<file path="src/rtl/uart_tx_serializer.sv">
// UART transmitter: one-byte holding register in front of a shift register, sends 8N1 (8E1 with UART_TX_PARITY_EN).
// Latency: the start bit begins on the first rising edge after the accept edge when idle; queued bytes follow with no gap.
// Backpressure: ready = holding register empty (registered); valid while ready=0 is ignored and upstream stalls.
//
// Ports:
//   clk, rst_n        clock and synchronous active-low reset
//   uart_out_data     byte to transmit, captured when valid && ready
//   valid / ready     upstream handshake
//   tx                registered serial line, idle high
//   busy              frame in progress or byte held
// Optional feature: define UART_TX_PARITY_EN to add an even-parity bit after the data bits.
module uart_tx_serializer #(
    parameter int CLKS_PER_BIT = 868
) (
    input  logic       clk,
    input  logic       rst_n,
    input  logic [7:0] uart_out_data,
    input  logic       valid,
    output logic       ready,
    output logic       tx,
    output logic       busy
);
    localparam int CW = (CLKS_PER_BIT > 1) ? $clog2(CLKS_PER_BIT) : 1;
    localparam logic [CW-1:0] BAUD_RELOAD = CW'(CLKS_PER_BIT - 1);

`ifdef UART_TX_PARITY_EN
    typedef enum logic [2:0] {IDLE, START, DATA, PARITY, STOP} state_t;
`else
    typedef enum logic [1:0] {IDLE, START, DATA, STOP} state_t;
`endif

    state_t          state_q, state_d;
    logic [7:0]      hold_q, hold_d;
    logic            hold_full_q, hold_full_d;
    logic [7:0]      shift_q, shift_d;
    logic [2:0]      bit_cnt_q, bit_cnt_d;
    logic [CW-1:0]   baud_q, baud_d;
    logic            tx_q, tx_d;
`ifdef UART_TX_PARITY_EN
    logic            par_q, par_d;
`endif

    logic accept;
    logic bit_end;
    logic load;

    assign ready   = ~hold_full_q;
    assign accept  = valid & ~hold_full_q;
    assign bit_end = (baud_q == '0);
    assign tx      = tx_q;
    assign busy    = (state_q != IDLE) | hold_full_q;

    // The shifter is loaded from the holding register either from idle or at the
    // last cycle of a stop bit. Loading needs hold_full_q=1 while accepting needs
    // hold_full_q=0, so the two can never hit the holding register together.
    assign load = hold_full_q & ((state_q == IDLE) | ((state_q == STOP) & bit_end));

    always_comb begin
        state_d     = state_q;
        hold_d      = hold_q;
        hold_full_d = hold_full_q;
        shift_d     = shift_q;
        bit_cnt_d   = bit_cnt_q;
        baud_d      = baud_q;
        tx_d        = tx_q;
`ifdef UART_TX_PARITY_EN
        par_d       = par_q;
`endif

        if (accept) begin
            hold_d      = uart_out_data;
            hold_full_d = 1'b1;
        end

        case (state_q)
            IDLE: begin
                tx_d = 1'b1;
            end
            START: begin
                if (bit_end) begin
                    state_d   = DATA;
                    tx_d      = shift_q[0];
                    bit_cnt_d = 3'd0;
                    baud_d    = BAUD_RELOAD;
                end else begin
                    baud_d = baud_q - CW'(1);
                end
            end
            DATA: begin
                if (bit_end) begin
                    baud_d = BAUD_RELOAD;
                    if (bit_cnt_q == 3'd7) begin
`ifdef UART_TX_PARITY_EN
                        state_d = PARITY;
                        tx_d    = par_q;
`else
                        state_d = STOP;
                        tx_d    = 1'b1;
`endif
                    end else begin
                        bit_cnt_d = bit_cnt_q + 3'd1;
                        shift_d   = shift_q >> 1;
                        tx_d      = shift_q[1];
                    end
                end else begin
                    baud_d = baud_q - CW'(1);
                end
            end
`ifdef UART_TX_PARITY_EN
            PARITY: begin
                if (bit_end) begin
                    state_d = STOP;
                    tx_d    = 1'b1;
                    baud_d  = BAUD_RELOAD;
                end else begin
                    baud_d = baud_q - CW'(1);
                end
            end
`endif
            STOP: begin
                if (bit_end) begin
                    // A queued byte overrides this below; otherwise the line idles.
                    state_d = IDLE;
                    tx_d    = 1'b1;
                end else begin
                    baud_d = baud_q - CW'(1);
                end
            end
            default: begin
                state_d = IDLE;
                tx_d    = 1'b1;
            end
        endcase

        if (load) begin
            state_d     = START;
            shift_d     = hold_q;
            hold_full_d = 1'b0;
            tx_d        = 1'b0;
            baud_d      = BAUD_RELOAD;
`ifdef UART_TX_PARITY_EN
            par_d       = ^hold_q;
`endif
        end
    end

    always_ff @(posedge clk) begin
        if (!rst_n) begin
            state_q     <= IDLE;
            hold_q      <= 8'h00;
            hold_full_q <= 1'b0;
            shift_q     <= 8'h00;
            bit_cnt_q   <= 3'd0;
            baud_q      <= '0;
            tx_q        <= 1'b1;
`ifdef UART_TX_PARITY_EN
            par_q       <= 1'b0;
`endif
        end else begin
            state_q     <= state_d;
            hold_q      <= hold_d;
            hold_full_q <= hold_full_d;
            shift_q     <= shift_d;
            bit_cnt_q   <= bit_cnt_d;
            baud_q      <= baud_d;
            tx_q        <= tx_d;
`ifdef UART_TX_PARITY_EN
            par_q       <= par_d;
`endif
        end
    end
endmodule

</file>
<file path="config.mk">
export PLATFORM = sky130hd
export DESIGN_NAME = uart_tx_serializer
export DESIGN_NICKNAME = d
export VERILOG_FILES = /design/src/rtl/uart_tx_serializer.sv
export SDC_FILE = /design/constraint.sdc
export NUM_CORES = 1
export LEC_CHECK = 0
export CORE_ASPECT_RATIO = 0.7
export CORE_UTILIZATION = 57
export DETAILED_ROUTE_END_ITERATION = 10
export PLACE_DENSITY = 0.85
export SETUP_SLACK_MARGIN = 0.5
export SYNTH_ARGS = -nofsm -noshare
export SYNTH_HDL_FRONTEND = slang
export SYNTH_SLANG_ARGS = --single-unit
export TNS_END_PERCENT = 5
</file>
<file path="constraint.sdc">
create_clock -name clk -period 2.61 [get_ports clk]
set_clock_uncertainty 0.2 [all_clocks]
set_input_delay 0.522 -clock clk [delete_from_list [all_inputs] [get_ports clk]]
set_output_delay 0.522 -clock clk [all_outputs]
set_load 0.02 [all_outputs]
</file>
# Word-level counts from Yosys, hierarchy flattened
# Index checks and enable logic that the tools add are counted.
[word_totals]
regBits = 33
output_inout_bits = 3
wordCells = 77
[classes]
add_sub_neg = 2
eq_ne = 16
n_mux = 24
bitwise_logic = 7
n_reduce_logical = 19
[ops]
columns = ["operator", "count"]
rows = [
  ["$mux W8", 4],
  ["$mux W10", 3],
  ["$pmux W10 S2", 1],
  ["$ne A3 B3 Y1 const B", 5],
  ["$ne A2 B2 Y1 const B", 7],
  ["$logic_not A10 Y1", 1],
  ["$reduce_and A5 Y1", 2],
  ["$reduce_bool A2 Y1", 5],
  ["$sub A10 B1 Y10 const B", 1],
  ["$mux W3", 3],
  ["$mux W2", 4],
  ["$mux W1", 6],
  ["$pmux W2 S3", 1],
  ["$pmux W3 S2", 1],
  ["$reduce_and A3 Y1", 2],
  ["$reduce_bool A3 Y1", 2],
  ["$eq A2 B2 Y1 const B", 2],
  ["$pmux W1 S4", 1],
  ["$reduce_and A2 Y1", 2],
  ["$reduce_and A4 Y1", 1],
  ["$reduce_bool A4 Y1", 1],
  ["$reduce_or A2 Y1", 2],
  ["$add A3 B1 Y3 const B", 1],
  ["$and A1 B1 Y1", 3],
  ["other kinds (5)", 7],
]

# Longest topological paths before layout
[depth]
depth_word = 6
ltp_mapped = 7
depth_no_buf = 6

# Worst setup path after synthesis
# No wires, ideal clock.
[synth_timing]
path_type = "reg2reg"
start = "register baud_q[6]"
end = "register shift_q[1]"
arrival_ps = 1747
path_slack_ps = 543
stages_incl_launch_ff = 7
path_cell_list = "dfxtp_1 or4_1 buf_2 o41a_4 buf_6 o21ai_2 a21oi_1"
[synth_via]
elab_chain_len = 6
[synth_rtl]
columns = ["item", "line_no", "rtl"]
rows = [
  ["from (decl)", "37", "logic [CW-1:0] baud_q, baud_d;"],
  ["from (signal assigned)", "165", "baud_q <= baud_d;"],
  ["$logic_not A10 Y1 *", "49", "assign bit_end = (baud_q == '0);"],
  ["$and A1 B1 Y1", "56", "assign load = hold_full_q & ((state_q == IDLE) | ((state_q == STOP) & bit_end));"],
  ["$or A1 B1 Y1", "56", ""],
  ["$and A1 B1 Y1", "56", ""],
  ["$ne A2 B2 Y1 (no source line) or $reduce_bool A2 Y1 (tied branches)", "n/a", ""],
  ["$reduce_and A3 Y1 (no source line)", "n/a", ""],
  ["to (signal assigned)", "163", "shift_q <= shift_d;"],
  ["to (decl)", "35", "logic [7:0] shift_q, shift_d;"],
]
# Every way passes the cells marked *; elsewhere a longest branch is shown, timed or not.
# A chain may end at the register's enable or synchronous reset.

# Worst setup path after layout
[layout_timing]
start = "register baud_q[6]"
end = "register state_q[0]"
[layout_via]
elab_chain_len = 6
[layout_rtl]
columns = ["item", "line_no", "rtl"]
rows = [
  ["$logic_not A10 Y1 *", "49", ""],
  ["$and A1 B1 Y1", "56", ""],
  ["$or A1 B1 Y1", "56", ""],
  ["$and A1 B1 Y1", "56", ""],
  ["$ne A3 B3 Y1 (no source line) or $reduce_bool A4 Y1 (tied branches)", "n/a", ""],
  ["$reduce_and A5 Y1 (no source line)", "n/a", ""],
  ["to (signal assigned)", "160", "state_q <= state_d;"],
  ["to (decl)", "32", "state_t state_q, state_d;"],
]
# Marked as above.

==> results.tsv <==
stage	metric	value	unit
run_status	result_of_the_run	finished clean	
run	cap_violations	0	
detailed_routing	final_routed_wire_length_divided_by_cell_count	19.5	um
worst_setup_path	reg2reg_to	state_q[0]	
detailed_routing	via_per_inst	6.74	
placed_design	io_buffers	13	
synthesis	post_synth_inst_count	192	
hold_path	hp_class	reg -> reg	
cts	cts-htree-levels	2	
placed_design	dpl_cells	242	
floorplan	placement_rows	16	
worst_setup_path	criticalPathCategory	reg -> reg	
worst_setup_path	reg2reg_from	baud_q[6]	
detailed_routing	routed-via-count	1685	
synthesis	synth_edf_count	0	
pwr	fin_total_pwr	2710	uW
timing	timing.fmax	0.465	GHz
detailed_routing	drt_iter0_drc	155	
global_routing	grt_most_used_layer	met2	
global_routing	groute.layer.met3.usage	8.96	%
synthesis	yosysWarningCount	0	
cts	clk_pin_slew_worst_paths	0.07	ns
timing	minimum_period_implied_by_the_final_worst_setup_slack	2.15	ns
worst_setup_path	timing.critical_path.arrival	2.16	ns
timing	worst_slew_pin_slew	0.721	ns
placed_design	gp_routability_congestion	0.935	
cells_and_area	layout-drive-gt1-share	15.4	%
cts	clock_buffer_count_from_cts	5	
synthesis	post_synth.cell_area_avg	9.17	sq um
global_routing	met2_usage	45.8	%
synthesis	synth_sequential_area_ratio	37.5	%
synthesis	syn-num-nets	212	
floorplan	core_box_area	2860	sq um
global_routing	number_of_global_route_vias_before_repair	1603	
cts	clock_latency_on_the_worst_skew_pair	0.29	ns
timing	setup_total_negative_slack	0	ns
floorplan	horizontal_die_dimension	68.4	um
detailed_routing	routed_wl	4870	um
timing	timing.slew.headroom	51.8	%
global_routing	grt_antenna_before_repair	0	
worst_setup_path	worst_setup_path_end_kind	register	
floorplan	boundaryPins	14	
worst_setup_path	required	2.62	ns
floorplan	die_area	3320	sq um
detailed_routing	dr.pass1.iters	5	
worst_setup_path	setup.worst_path.end	state_q[0]	
pwr	p_per_area	1290	nW/um^2
global_routing	grt_usage	32.1	%
cells_and_area	area_growth	18.8	%
placed_design	detailedPlacementHpwl	3200	um
global_routing	globalRouteOverflowTotal	0	
cells_and_area	final-instance-count-excl-fill	250	
global_routing	grt_start_max_net_pins	20	
cts	cts_hold_buffers	0	
cells_and_area	diodes	0	
floorplan	initial_core_util	61.5	%
detailed_routing	drtAntennaViolNets	0	
worst_setup_path	critical_path_source_type	register	
worst_setup_path	maximum_fanout_encountered_on_the_critical_timing_path	8	
floorplan	floorplan.die.height	48.5	um
global_routing	first_pass_grt_wire_length	7820	um
cts	cts_post_setup_buffers_inserted	0	
timing	final_hold_violations	0	
global_routing	grt_use_met1	43.0	%
cells_and_area	layout.nets	233	
synthesis	synth-main-ff-cell	dfxtp_1	
cts	clk_path_buf_depth	2	
timing	period_share	82.4	%
pwr	p_leak	0.000866	uW
timing	worst_hold_slack	0.293	ns
synthesis	mappedNetlistArea	1760	sq um
timing	final-max-slew-violation-count	0	
worst_setup_path	timing.critical_path.from	baud_q[6]	
synthesis	ys_types	42	
detailed_routing	drc	0	
timing	grt_setup_unrepaired	true	
cts	cts.sinks	33	
cts	cts_tree	built	
worst_setup_path	timing.reg2reg.worst_path_depth	4	
synthesis	postSynthRegisterBits	33	
synthesis	async_flop_share	0	%
timing	setup_viol_count_final	0	
pwr	ir_worst_vdd	783	uV
cts	clk_root_buffer_cell	clkbuf_8	
worst_setup_path	r2r_slack	0.46	ns
[state kept, by name, summed over array words and instances, names as in the netlist]
name and count:
baud_q 10, hold_q 8, shift_q 8, bit_cnt_q 3, state_q 2, hold_full_q 1
tx 1
[routing by layer]
layer	part of all wire, %	up-vias
met5	0	-
met4	3.5	0
met3	12	28
met2	46	127
met1	39	772
li1	-	758
[cells in the mapped netlist (2+ instances only)]
cell,count,area share (%)
o41ai_1,2,1.0
o21ai_0,15,4.3
mux2i_1,18,10
a21boi_1,2,0.85
a211o_1,3,1.5
o31ai_1,2,0.85
nor4_1,3,1.1
clkbuf_1,5,1.1
or3_1,4,1.4
o211a_1,3,1.7
nor2_1,7,1.5
ha_1,9,6.4
nand2_1,11,2.3
buf_2,2,0.57
nor3_1,4,1.1
dfxtp_1,33,38
nand4_1,5,1.8
and2_1,2,0.71
nor2b_1,11,3.9
a21oi_1,15,4.3
or4_1,3,1.3
a21boi_0,3,1.3
inv_1,6,1.3
nand3_1,6,1.7
[worst min-delay path by stage]
stage / from / end / slack (ns) / cells after the start
finish: bit_cnt_q[2] / bit_cnt_q[2] / 0.29 / 2
global route: bit_cnt_q[2] / bit_cnt_q[2] / 0.33 / 2
CTS: baud_q[4] / baud_q[4] / 0.30 / 2
detailed placement: baud_q[4] / baud_q[4] / 0.29 / 2
global placement: bit_cnt_q[2] / bit_cnt_q[2] / 0.26 / 2
floorplan: hold_q[7] / shift_q[7] / 0.24 / 2
[cell families (layout without fill, tap and decap cells)]
kind of cell | count (synthesis) | count (layout) | share of synthesized area, %
simple gates | 61 | 61 | 19.0
mux | 18 | 18 | 10.2
buf+inv | 14 | 36 | 3.55
compound gates | 57 | 57 | 23.3
flops | 33 | 33 | 37.5
fa+ha+maj | 9 | 9 | 6.40
[power by group]
group,total (uW),switching [uW],internal (uW)
clock network,367,177,189
logic,1550,927,622
registers,790,152,638
[layout by cell type, fill, tap and decap left out, drive strengths merged, types with 4 or more instances in the layout]
cell type | synthesis | final
a21oi | 15 | 15
clkdlybuf4s50 | 0 | 12
clkbuf | 5 | 8
o21ai | 16 | 16
ha | 9 | 9
nand4 | 5 | 5
inv | 6 | 6
a21boi | 5 | 5
nand2 | 11 | 11
nor3 | 5 | 5
nor2 | 7 | 7
dfxtp | 33 | 33
nand3 | 6 | 6
mux2i | 18 | 18
nor2b | 11 | 11
buf | 3 | 9
or3 | 4 | 4
[through the flow]
| stage | setup slack, ns | utilization [%] | cell area (sq um) |
|---|---|---|---|
| 2_1_floorplan | 0.543 | - | 1760 |
| 3_3_place_gp | 0.421 | 68.6 | 1960 |
| 3_5_place_dp | 0.342 | 68.6 | 1960 |
| 4_1_cts | 0.425 | 72.2 | 2070 |
| 5_1_grt | 0.417 | 73.1 | 2090 |
| 6_report | 0.460 | 73.1 | 2090 |
[what timing repair did]
item	4_1_cts	5_1_grt
gates resized for setup	9	8
endpoints found under the setup margin	24	26
pin swaps	0	1
[area by class of cell]
class                           count  area, sq um
Timing Repair Buffer               22          199
Inverter                            6         22.5
Tap cell                           36         45.0
Clock buffer                        8         80.1
Multi-Input combinational cell    145         1080
Fill cell                         201          771
Sequential cell                    33          664
[worst max-delay path, stage by stage (launching register included)]
cell and delay, ns:
dfxtp_1 0.38, or4_4 0.63, nor3_2 0.46, a32oi_1 0.20, a21oi_1 0.21
Note: power is estimated with default switching activity, not from simulation.
